`src/rtl/knn_dist_engine_if.sv`:
```
// Point-stream, control and read-port bundle for knn_dist_engine.
// The engine connects through the slave modport; the feeder/reader side uses master.
interface knn_dist_engine_if #(
  parameter int COORD_W = 16,
  parameter int DIMS    = 2,
  parameter int ADDR_W  = 6
);
  localparam int DIST_W = 2*COORD_W + 1 + $clog2(DIMS);

  logic                      start;
  logic [DIMS*COORD_W-1:0]   test_pt;
  logic                      pt_valid;
  logic                      pt_ready;
  logic [DIMS*COORD_W-1:0]   pt_data;
  logic                      pt_last;
  logic                      busy;
  logic                      done;
  logic [ADDR_W:0]           pt_count;
  logic                      rd_en;
  logic [ADDR_W-1:0]         rd_addr;
  logic [DIST_W-1:0]         rd_data;
  logic [DIST_W-1:0]         min_dist;
  logic [ADDR_W-1:0]         min_idx;

  modport master (
    output start, test_pt, pt_valid, pt_data, pt_last, rd_en, rd_addr,
    input  pt_ready, busy, done, pt_count, rd_data, min_dist, min_idx
  );

  modport slave (
    input  start, test_pt, pt_valid, pt_data, pt_last, rd_en, rd_addr,
    output pt_ready, busy, done, pt_count, rd_data, min_dist, min_idx
  );
endinterface

```
`src/rtl/knn_dist_engine.sv`:
```
// Pipelined squared-Euclidean distance engine writing results into a readable distance memory.
// Optional running-minimum tracking is enabled by defining KNN_MIN_TRACK_EN.
module knn_dist_engine #(
  parameter int COORD_W = 16,
  parameter int DIMS    = 2,
  parameter int DEPTH   = 64,
  parameter int ADDR_W  = 6
) (
  input  logic             clk,
  input  logic             rst,
  knn_dist_engine_if.slave bus
);
  localparam int DIST_W = 2*COORD_W + 1 + $clog2(DIMS);
  localparam int SQ_W   = 2*COORD_W + 1;
  localparam int CNT_W  = ADDR_W + 1;

  typedef enum logic [1:0] {IDLE, RUN, DRAIN, DONE} state_t;

  state_t                  state_reg, state_next;
  logic [DIMS*COORD_W-1:0] test_reg;
  logic [CNT_W-1:0]        acc_cnt_reg;
  logic [CNT_W-1:0]        wr_cnt_reg;
  logic                    v1_reg, v2_reg, v3_reg;
  logic [SQ_W-1:0]         sq_arr [DIMS];
  logic [DIST_W-1:0]       sum_next, sum_reg;
  logic [DIST_W-1:0]       mem [DEPTH];
  logic [DIST_W-1:0]       rd_data_reg;
  logic                    pt_ready;
  logic                    xfer;
  logic                    last_xfer;
  logic                    pipe_empty;
  logic                    wr_en;

  // start takes priority over any transfer offered in the same cycle
  assign pt_ready   = (state_reg == RUN) && !bus.start && (acc_cnt_reg < CNT_W'(DEPTH));
  assign xfer       = bus.pt_valid && pt_ready;
  assign last_xfer  = xfer && (bus.pt_last || (acc_cnt_reg == CNT_W'(DEPTH - 1)));
  assign pipe_empty = !(v1_reg || v2_reg || v3_reg);
  assign wr_en      = v3_reg && !bus.start;

  always_comb begin
    state_next = state_reg;
    if (bus.start) begin
      state_next = RUN;
    end else begin
      case (state_reg)
        RUN:     if (last_xfer)  state_next = DRAIN;
        DRAIN:   if (pipe_empty) state_next = DONE;
        default: state_next = state_reg;
      endcase
    end
  end

  always_ff @(posedge clk or posedge rst) begin
    if (rst) begin
      state_reg   <= IDLE;
      test_reg    <= '0;
      acc_cnt_reg <= '0;
      wr_cnt_reg  <= '0;
      v1_reg      <= 1'b0;
      v2_reg      <= 1'b0;
      v3_reg      <= 1'b0;
    end else begin
      state_reg <= state_next;
      if (bus.start) begin
        // restart drops everything in flight
        test_reg    <= bus.test_pt;
        acc_cnt_reg <= '0;
        wr_cnt_reg  <= '0;
        v1_reg      <= 1'b0;
        v2_reg      <= 1'b0;
        v3_reg      <= 1'b0;
      end else begin
        v1_reg <= xfer;
        v2_reg <= v1_reg;
        v3_reg <= v2_reg;
        if (xfer)  acc_cnt_reg <= acc_cnt_reg + CNT_W'(1);
        if (wr_en) wr_cnt_reg  <= wr_cnt_reg + CNT_W'(1);
      end
    end
  end

  genvar gi;
  generate
    for (gi = 0; gi < DIMS; gi++) begin : g_dim
      localparam logic [COORD_W:0] ONE_D = 1;
      logic [COORD_W-1:0] p_c, t_c;
      logic [COORD_W:0]   diff_reg;
      logic [COORD_W:0]   mag;
      logic [SQ_W-1:0]    mag_ext;
      logic [SQ_W-1:0]    sq_reg;

      assign p_c     = bus.pt_data[gi*COORD_W +: COORD_W];
      assign t_c     = test_reg[gi*COORD_W +: COORD_W];
      // magnitude of the sign-extended difference; |-2^COORD_W| still fits unsigned
      assign mag     = diff_reg[COORD_W] ? ((~diff_reg) + ONE_D) : diff_reg;
      assign mag_ext = SQ_W'(mag);

      always_ff @(posedge clk) begin
        diff_reg <= {p_c[COORD_W-1], p_c} - {t_c[COORD_W-1], t_c};
        sq_reg   <= mag_ext * mag_ext;
      end

      assign sq_arr[gi] = sq_reg;
    end
  endgenerate

  always_comb begin
    sum_next = '0;
    for (int d = 0; d < DIMS; d++) begin
      sum_next = sum_next + DIST_W'(sq_arr[d]);
    end
  end

  always_ff @(posedge clk) begin
    sum_reg <= sum_next;
  end

  // distance memory, deliberately not reset
  always_ff @(posedge clk) begin
    if (wr_en) mem[wr_cnt_reg[ADDR_W-1:0]] <= sum_reg;
  end

  always_ff @(posedge clk or posedge rst) begin
    if (rst)             rd_data_reg <= '0;
    else if (bus.rd_en)  rd_data_reg <= mem[bus.rd_addr];
  end

`ifdef KNN_MIN_TRACK_EN
  logic [DIST_W-1:0] min_dist_reg;
  logic [ADDR_W-1:0] min_idx_reg;

  // strict compare so ties keep the earlier index
  always_ff @(posedge clk or posedge rst) begin
    if (rst) begin
      min_dist_reg <= '1;
      min_idx_reg  <= '0;
    end else if (bus.start) begin
      min_dist_reg <= '1;
      min_idx_reg  <= '0;
    end else if (wr_en && (sum_reg < min_dist_reg)) begin
      min_dist_reg <= sum_reg;
      min_idx_reg  <= wr_cnt_reg[ADDR_W-1:0];
    end
  end

  assign bus.min_dist = min_dist_reg;
  assign bus.min_idx  = min_idx_reg;
`else
  assign bus.min_dist = '0;
  assign bus.min_idx  = '0;
`endif

  assign bus.pt_ready = pt_ready;
  assign bus.busy     = (state_reg == RUN) || (state_reg == DRAIN);
  assign bus.done     = (state_reg == DONE);
  assign bus.pt_count = wr_cnt_reg;
  assign bus.rd_data  = rd_data_reg;
endmodule

```
`src/flat_wrapper.sv`:
```
// flat-port wrapper written by rule: the top's interface ports become plain ports
module knn_dist_engine_flat 
#(
  parameter int COORD_W = 16,
  parameter int DIMS    = 2,
  parameter int DEPTH   = 64,
  parameter int ADDR_W  = 6
)
  (clk, rst, bus_start, bus_test_pt, bus_pt_valid, bus_pt_data, bus_pt_last, bus_rd_en, bus_rd_addr, bus_pt_ready, bus_busy, bus_done, bus_pt_count, bus_rd_data, bus_min_dist, bus_min_idx);
  knn_dist_engine_if #(.COORD_W(COORD_W), .DIMS(DIMS), .ADDR_W(ADDR_W)) bus_i ();
  input  logic clk;
  input  logic rst;
  input wire logic [$bits(bus_i.start)-1:0] bus_start;
  input wire logic [$bits(bus_i.test_pt)-1:0] bus_test_pt;
  input wire logic [$bits(bus_i.pt_valid)-1:0] bus_pt_valid;
  input wire logic [$bits(bus_i.pt_data)-1:0] bus_pt_data;
  input wire logic [$bits(bus_i.pt_last)-1:0] bus_pt_last;
  input wire logic [$bits(bus_i.rd_en)-1:0] bus_rd_en;
  input wire logic [$bits(bus_i.rd_addr)-1:0] bus_rd_addr;
  output wire logic [$bits(bus_i.pt_ready)-1:0] bus_pt_ready;
  output wire logic [$bits(bus_i.busy)-1:0] bus_busy;
  output wire logic [$bits(bus_i.done)-1:0] bus_done;
  output wire logic [$bits(bus_i.pt_count)-1:0] bus_pt_count;
  output wire logic [$bits(bus_i.rd_data)-1:0] bus_rd_data;
  output wire logic [$bits(bus_i.min_dist)-1:0] bus_min_dist;
  output wire logic [$bits(bus_i.min_idx)-1:0] bus_min_idx;
  assign bus_i.start = bus_start;
  assign bus_i.test_pt = bus_test_pt;
  assign bus_i.pt_valid = bus_pt_valid;
  assign bus_i.pt_data = bus_pt_data;
  assign bus_i.pt_last = bus_pt_last;
  assign bus_i.rd_en = bus_rd_en;
  assign bus_i.rd_addr = bus_rd_addr;
  assign bus_pt_ready = bus_i.pt_ready;
  assign bus_busy = bus_i.busy;
  assign bus_done = bus_i.done;
  assign bus_pt_count = bus_i.pt_count;
  assign bus_rd_data = bus_i.rd_data;
  assign bus_min_dist = bus_i.min_dist;
  assign bus_min_idx = bus_i.min_idx;
  knn_dist_engine #(.COORD_W(COORD_W), .DIMS(DIMS), .DEPTH(DEPTH), .ADDR_W(ADDR_W)) u_core (.clk(clk), .rst(rst), .bus(bus_i));
endmodule
```
`config.mk`:
```
export PLATFORM = sky130hd
export DESIGN_NAME = knn_dist_engine_flat
export DESIGN_NICKNAME = d
export VERILOG_FILES = /design/src/rtl/knn_dist_engine_if.sv /design/src/rtl/knn_dist_engine.sv /design/src/flat_wrapper.sv
export SDC_FILE = /design/constraint.sdc
export NUM_CORES = 2
export LEC_CHECK = 0
export ABC_AREA = 1
export BUFFER_PORTS_ARGS = -buffer_cell sky130_fd_sc_hd__buf_2
export CAP_MARGIN = 20
export CORE_ASPECT_RATIO = 1.75
export CORE_MARGIN = 5
export CORE_UTILIZATION = 32
export DETAILED_ROUTE_END_ITERATION = 10
export GPL_TIMING_DRIVEN = 0
export PLACE_DENSITY = 0.57
export SYNTH_ARGS = -nofsm -noshare
export SYNTH_HDL_FRONTEND = slang
export SYNTH_SLANG_ARGS = --single-unit
```
`constraint.sdc`:
```
create_clock -name clk -period 7.8 [get_ports clk]
set_clock_uncertainty 0.1 [all_clocks]
set_input_delay 1.17 -clock clk [delete_from_list [all_inputs] [get_ports clk]]
set_output_delay 1.17 -clock clk [all_outputs]
set_load 0.02 [all_outputs]
```
## Word-level counts from Yosys, hierarchy flattened

Memory sizes are Yosys's and may differ from the RTL's. A register that Yosys moved wholly into a read port is not among the register bits.
Index checks and enable logic that the tools add are counted.

- Flip-flop bits (word level): 185
- RAM bits: 2,176
- Input port bits: 76
- Output and inout port bits: 84
- Logic and storage cells: 60
- Memories kept: 1

- Add/subtract/negate cells: 7
- $mul: 2
- Magnitude comparators: 1
- Equal/unequal tests: 6
- Multiplexer cells: 15
- Bitwise gates (word level): 2
- Reduce and logical (&&, ||, !) cells: 14

Memories:

| name | words | width | rd ports | clocked after memory_dff | wr ports | RTL line | source |
|---|---|---|---|---|---|---|---|
| u_core.mem | 64 | 34 | 1 | 1 | 1 | knn_dist_engine.sv:26 | `logic [DIST_W-1:0] mem [DEPTH];` |

Operator list:

| kind | number |
|---|---|
| 17-bit by 17-bit multiplier with 33-bit output | 2 |
| 17-bit by 1-bit adder with 17-bit output (second input constant) | 2 |
| 33-bit by 33-bit adder with 34-bit output | 1 |
| 17-bit 2-to-1 mux | 2 |
| 17-bit inverter | 2 |
| 16-bit by 16-bit subtractor with 17-bit output | 2 |
| 7-bit 2-to-1 mux | 4 |
| 7-bit by 1-bit adder with 7-bit output (second input constant) | 2 |
| 7-bit by 6-bit == test with 1-bit output (second input constant) | 1 |
| 7-bit < comparator (second input constant) | 1 |
| 2-bit 2-to-1 mux | 3 |
| 1-bit logical AND | 5 |
| 1-bit 2-to-1 mux | 5 |
| 2-bit == test (second input constant) | 2 |
| 1-bit logical OR | 4 |
| 2-bit case mux with 2 select lines | 1 |
| 2-bit nonzero test | 2 |
| 3-bit by 2-bit != test with 1-bit output (second input constant) | 1 |
| 3-bit != test (second input constant) | 1 |
| 3-bit AND reduction | 1 |
| 3-bit nonzero test | 1 |
| 2-bit by 1-bit == test with 1-bit output (second input constant) | 1 |
| 1-bit zero test | 1 |

## Longest topological paths before layout

- Word-level depth: 8
- Gate-level depth with buffers: 35
- Gate-level depth less buffers: 34

## Worst setup path before layout

OpenSTA, ideal clock, no wires.

- Kind: flip-flop to flip-flop
- Start: register u_core.g_dim[1].diff_reg[0]
- End: register u_core.g_dim[1].sq_reg[32]
- Arrival: 6,221 ps
- Path slack: 1,366 ps
- Cell stages (with the launch flop): 31
- Buffers on the path: 2
- Clock period less this slack: 6,434 ps
- Cells stage by stage: dfxtp_1 > inv_2 > buf_1 > ha_1 > nand3_1 > nor2_2 > o21ai_0 > nand2_1 > clkbuf_1 > nand2_1 > fa_1 > inv_1 > fa_1 > inv_1 > fa_1 > inv_1 > fa_1 > fa_1 > inv_1 > fa_1 > inv_1 > ha_1 > nand2_1 > nor4_1 > nand2_1 > nand2_1 > nand2_1 > nand2_1 > inv_1 > nand2_1 > nand2_1

- Longest elaborated chain between the ends: 4

RTL lines:

| what | RTL line | source |
|---|---|---|
| start: declaration | knn_dist_engine.sv:88 | `logic [COORD_W:0] diff_reg;` |
| start signal: assignment | knn_dist_engine.sv:100 | `diff_reg <= {p_c[COORD_W-1], p_c} - {t_c[COORD_W-1], t_c};` |
| 17-bit inverter | knn_dist_engine.sv:96 | `assign mag = diff_reg[COORD_W] ? ((~diff_reg) + ONE_D) : diff_reg;` |
| 17-bit by 1-bit adder with 17-bit output | knn_dist_engine.sv:96 |  |
| 17-bit 2-to-1 mux (*) | knn_dist_engine.sv:96 |  |
| 17-bit by 17-bit multiplier with 33-bit output (*) | knn_dist_engine.sv:101 | `sq_reg <= mag_ext * mag_ext;` |
| end signal: assignment | knn_dist_engine.sv:101 |  |
| end: declaration | knn_dist_engine.sv:91 | `logic [SQ_W-1:0] sq_reg;` |

Every way passes the cells marked *; elsewhere a longest branch is shown, timed or not.
A chain may end at the register's enable or synchronous reset.

## Worst setup path in the final report

- Start: register u_core.g_dim[1].diff_reg[0]
- End: register u_core.g_dim[1].sq_reg[23]

Same word-level chain as after synthesis.

==> reports/metrics.cfg <==
[die]
fp.dieH_um=800
die_w_um=461
std_cell_rows=290
start_util_pct=32.1
die_area_um2=369000
pin_count=160
fp.coreArea_um2=356000

[sta]
hold_viol=0
drv_slew=0
slew-limit-headroom_pct=14.4
period_minus_slack_ps=7390
rsz0062_at_grt=no
min_period_over_period_pct=94.8
fmax_ghz=0.135
setup_viol=0
tightest_slew_ps=1280

[yosys]
synth_cell_type_count=51
ys_async_sr_fraction_pct=3.55
synth_edf_count=2176
yosys.area_share.simple_pct=21.1
synthAdderAreaFrac_pct=9.76
ys_seq_area_share_pct=61.5
ys_seq_elements=2393
yosysWarnings=0
synthTopCellsByArea=edfxtp_1 (57%), nand3_1 (9.9%), nand2_1 (9.4%)
muxShareOfSynthArea_pct=0
syn_avg_cell_area_um2=10.9
ys.flop_type=edfxtp_1
synth_top_family_by_area=simple AND/OR/NAND/NOR gates
synth_top_area_cell=edfxtp_1
synth_compound_area_share_pct=1.56
netlist_area_um2=114000
syn_inst=10500
synth_xor_area_share_pct=0.896
synth_top_area_share_pct=57.3

[setup_path]
worstPathArrival_ps=8050
required_ps=8460
slowest_delay_ps=550
startpoint_type=register
reg2reg_depth=29
cp_slowest_cell=fa_1
cp_max_fo=11
critPathKind=reg2reg
endpoint_kind=register
crit_top_cell=fa_1

[cells_and_area]
final_area_um2=132000
fin_cells=15900
layout-drive-gt1-share_pct=10.9
fin_nets=11800
mostFrequentLayoutCells=nand2_1 (2,854), nand3_1 (2,260), edfxtp_1 (2,176)
layout_commonest_cell=nand2_1
fill_cells=34800
layout-area-overhead-vs-synth_pct=16.1
largest_reg_flops=2176

[routing]
postRouteAntennaNets=0
vias=85500
drt-initial-drc-count=9472
drc=0
wirelength_um=473000
drt_pass1_iterations=8
wl_per_cell_um=29.7
viasPerCell=5.36

[global_routing]
antenna_found_initial=39
overflow=0
grt_start_max_net_pins=65
grt_use_total_pct=25.1
grt_pass1_vias=83600
grt_pass1_wl_um=645000

[cts]
root_buffer=clkbuf_16
cts.sinks=2393
holdBufCountCts=0
insertion_delay_ps=960
cts_tree=yes
h-tree-depth=4
cts_buffers=219
clock_path_buffers=4
cts.clk_slew.worst_paths_ps=70

[placement]
dp_hpwl_um=348000
place.port_buffers=114
dpl_cell_area_um2=125000
routabilityCongestion=0.951
place_inst=15500

[outcome]
status=complete, no violations

[flow_run]
max-cap-violations=0

[min_path]
min_path_type=in2async

==> critical path, delay by kind of cell (launching register included) <==
kind,cells,cell delay [ps]
AOI/OAI and AO/OA,3,560
DFF,1,430
xor gates and xnor gates,2,320
buffers and inverters,8,1000
adders and majority gates,8,3580
and+or+nand+nor,8,1280
==> cells by family (layout without fill, tap and decap cells) <==
family / Yosys count / after routing
compound gates: 328 / 328
xor+xnor: 109 / 109
fa+ha+maj: 660 / 660
buf+inv: 1394 / 2101
flops: 2393 / 2393
other cells: 2 / 98
simple gates: 5588 / 5588
==> metal layers <==
| metal | vias to the layer above | global-route usage [%] | routed length [um] |
|---|---|---|---|
| met4 | 8 | 23.8 | 55600 |
| met3 | 2001 | 4.94 | 39200 |
| li1 | 36700 | - | - |
| met2 | 5311 | 44.8 | 239000 |
| met1 | 41400 | 23.9 | 139000 |
| met5 | - | 0 | 50 |
==> cells in the mapped netlist (5+ instances only) <==
| master | number |
|---|---|
| a21oi_1 | 139 |
| clkinv_1 | 6 |
| o21bai_1 | 19 |
| buf_2 | 332 |
| a21boi_0 | 10 |
| xor2_1 | 84 |
| fa_1 | 383 |
| a21o_1 | 12 |
| o21ai_1 | 8 |
| nor2_2 | 5 |
| buf_6 | 5 |
| inv_1 | 806 |
| edfxtp_1 | 2176 |
| inv_2 | 20 |
| o21ai_0 | 126 |
| nand4_1 | 26 |
| dfrtp_1 | 85 |
| nor2_1 | 367 |
| nor3_1 | 27 |
| buf_1 | 65 |
| xnor2_1 | 19 |
| nand2_1 | 2856 |
| nand3b_1 | 7 |
| ha_1 | 277 |
| clkbuf_1 | 95 |
| buf_4 | 62 |
| dfxtp_1 | 132 |
| nor4_1 | 6 |
| nand3_1 | 2260 |
| nor2_4 | 8 |
| nand2_2 | 8 |
==> final cells by class <==
cell class / instances / area (um2) / share of cell area, %
Antenna cell: 35 / 87.6 / 0.0661
Buffer: 559 / 2810 / 2.12
Clock buffer: 260 / 5840 / 4.41
Clock inverter: 133 / 1320 / 0.998
Inverter: 835 / 3160 / 2.39
Multi-Input combinational cell: 6748 / 38800 / 29.3
Sequential cell: 2393 / 70200 / 53.0
Tap cell: 4672 / 5850 / 4.41
Timing Repair Buffer: 314 / 4440 / 3.35
==> path summary, 6_finish.rpt <==
path                                                  start                         end  slack [ps]
worst max register to register  u_core.g_dim[1].diff_reg[0]  u_core.g_dim[1].sq_reg[23]         410
worst min-delay path                                    rst               u_core.v3_reg         170
min in group clk                  u_core.g_dim[0].sq_reg[0]           u_core.sum_reg[0]         360
max in group asynchronous                               rst      u_core.bus.rd_data[18]        6610
worst max-delay path            u_core.g_dim[1].diff_reg[0]  u_core.g_dim[1].sq_reg[23]         410
worst min register to register    u_core.g_dim[0].sq_reg[0]           u_core.sum_reg[0]         360
==> per-stage QoR <==
stage          worst slack (ps)  hold slack (ps)  TNS [ps]  utilization [%]
2_1_floorplan              1370              275         0                -
3_3_place_gp              -1010              334   -735890             33.9
3_5_place_dp               -922              339    -21340             35.1
4_1_cts                    20.6              131         0             37.1
5_1_grt                    25.3              200         0             37.2
6_report                    405              167         0             37.2
==> timing repair <==
action                     CTS  global route
buffers inserted             1             7
setup endpoints to repair   43            23
pin swaps                    0             1
gates resized for setup     14            20
Power is left out: the tool's default activity adds up to more than one toggle a clock period on the data nets, which glitch-free logic cannot reach.
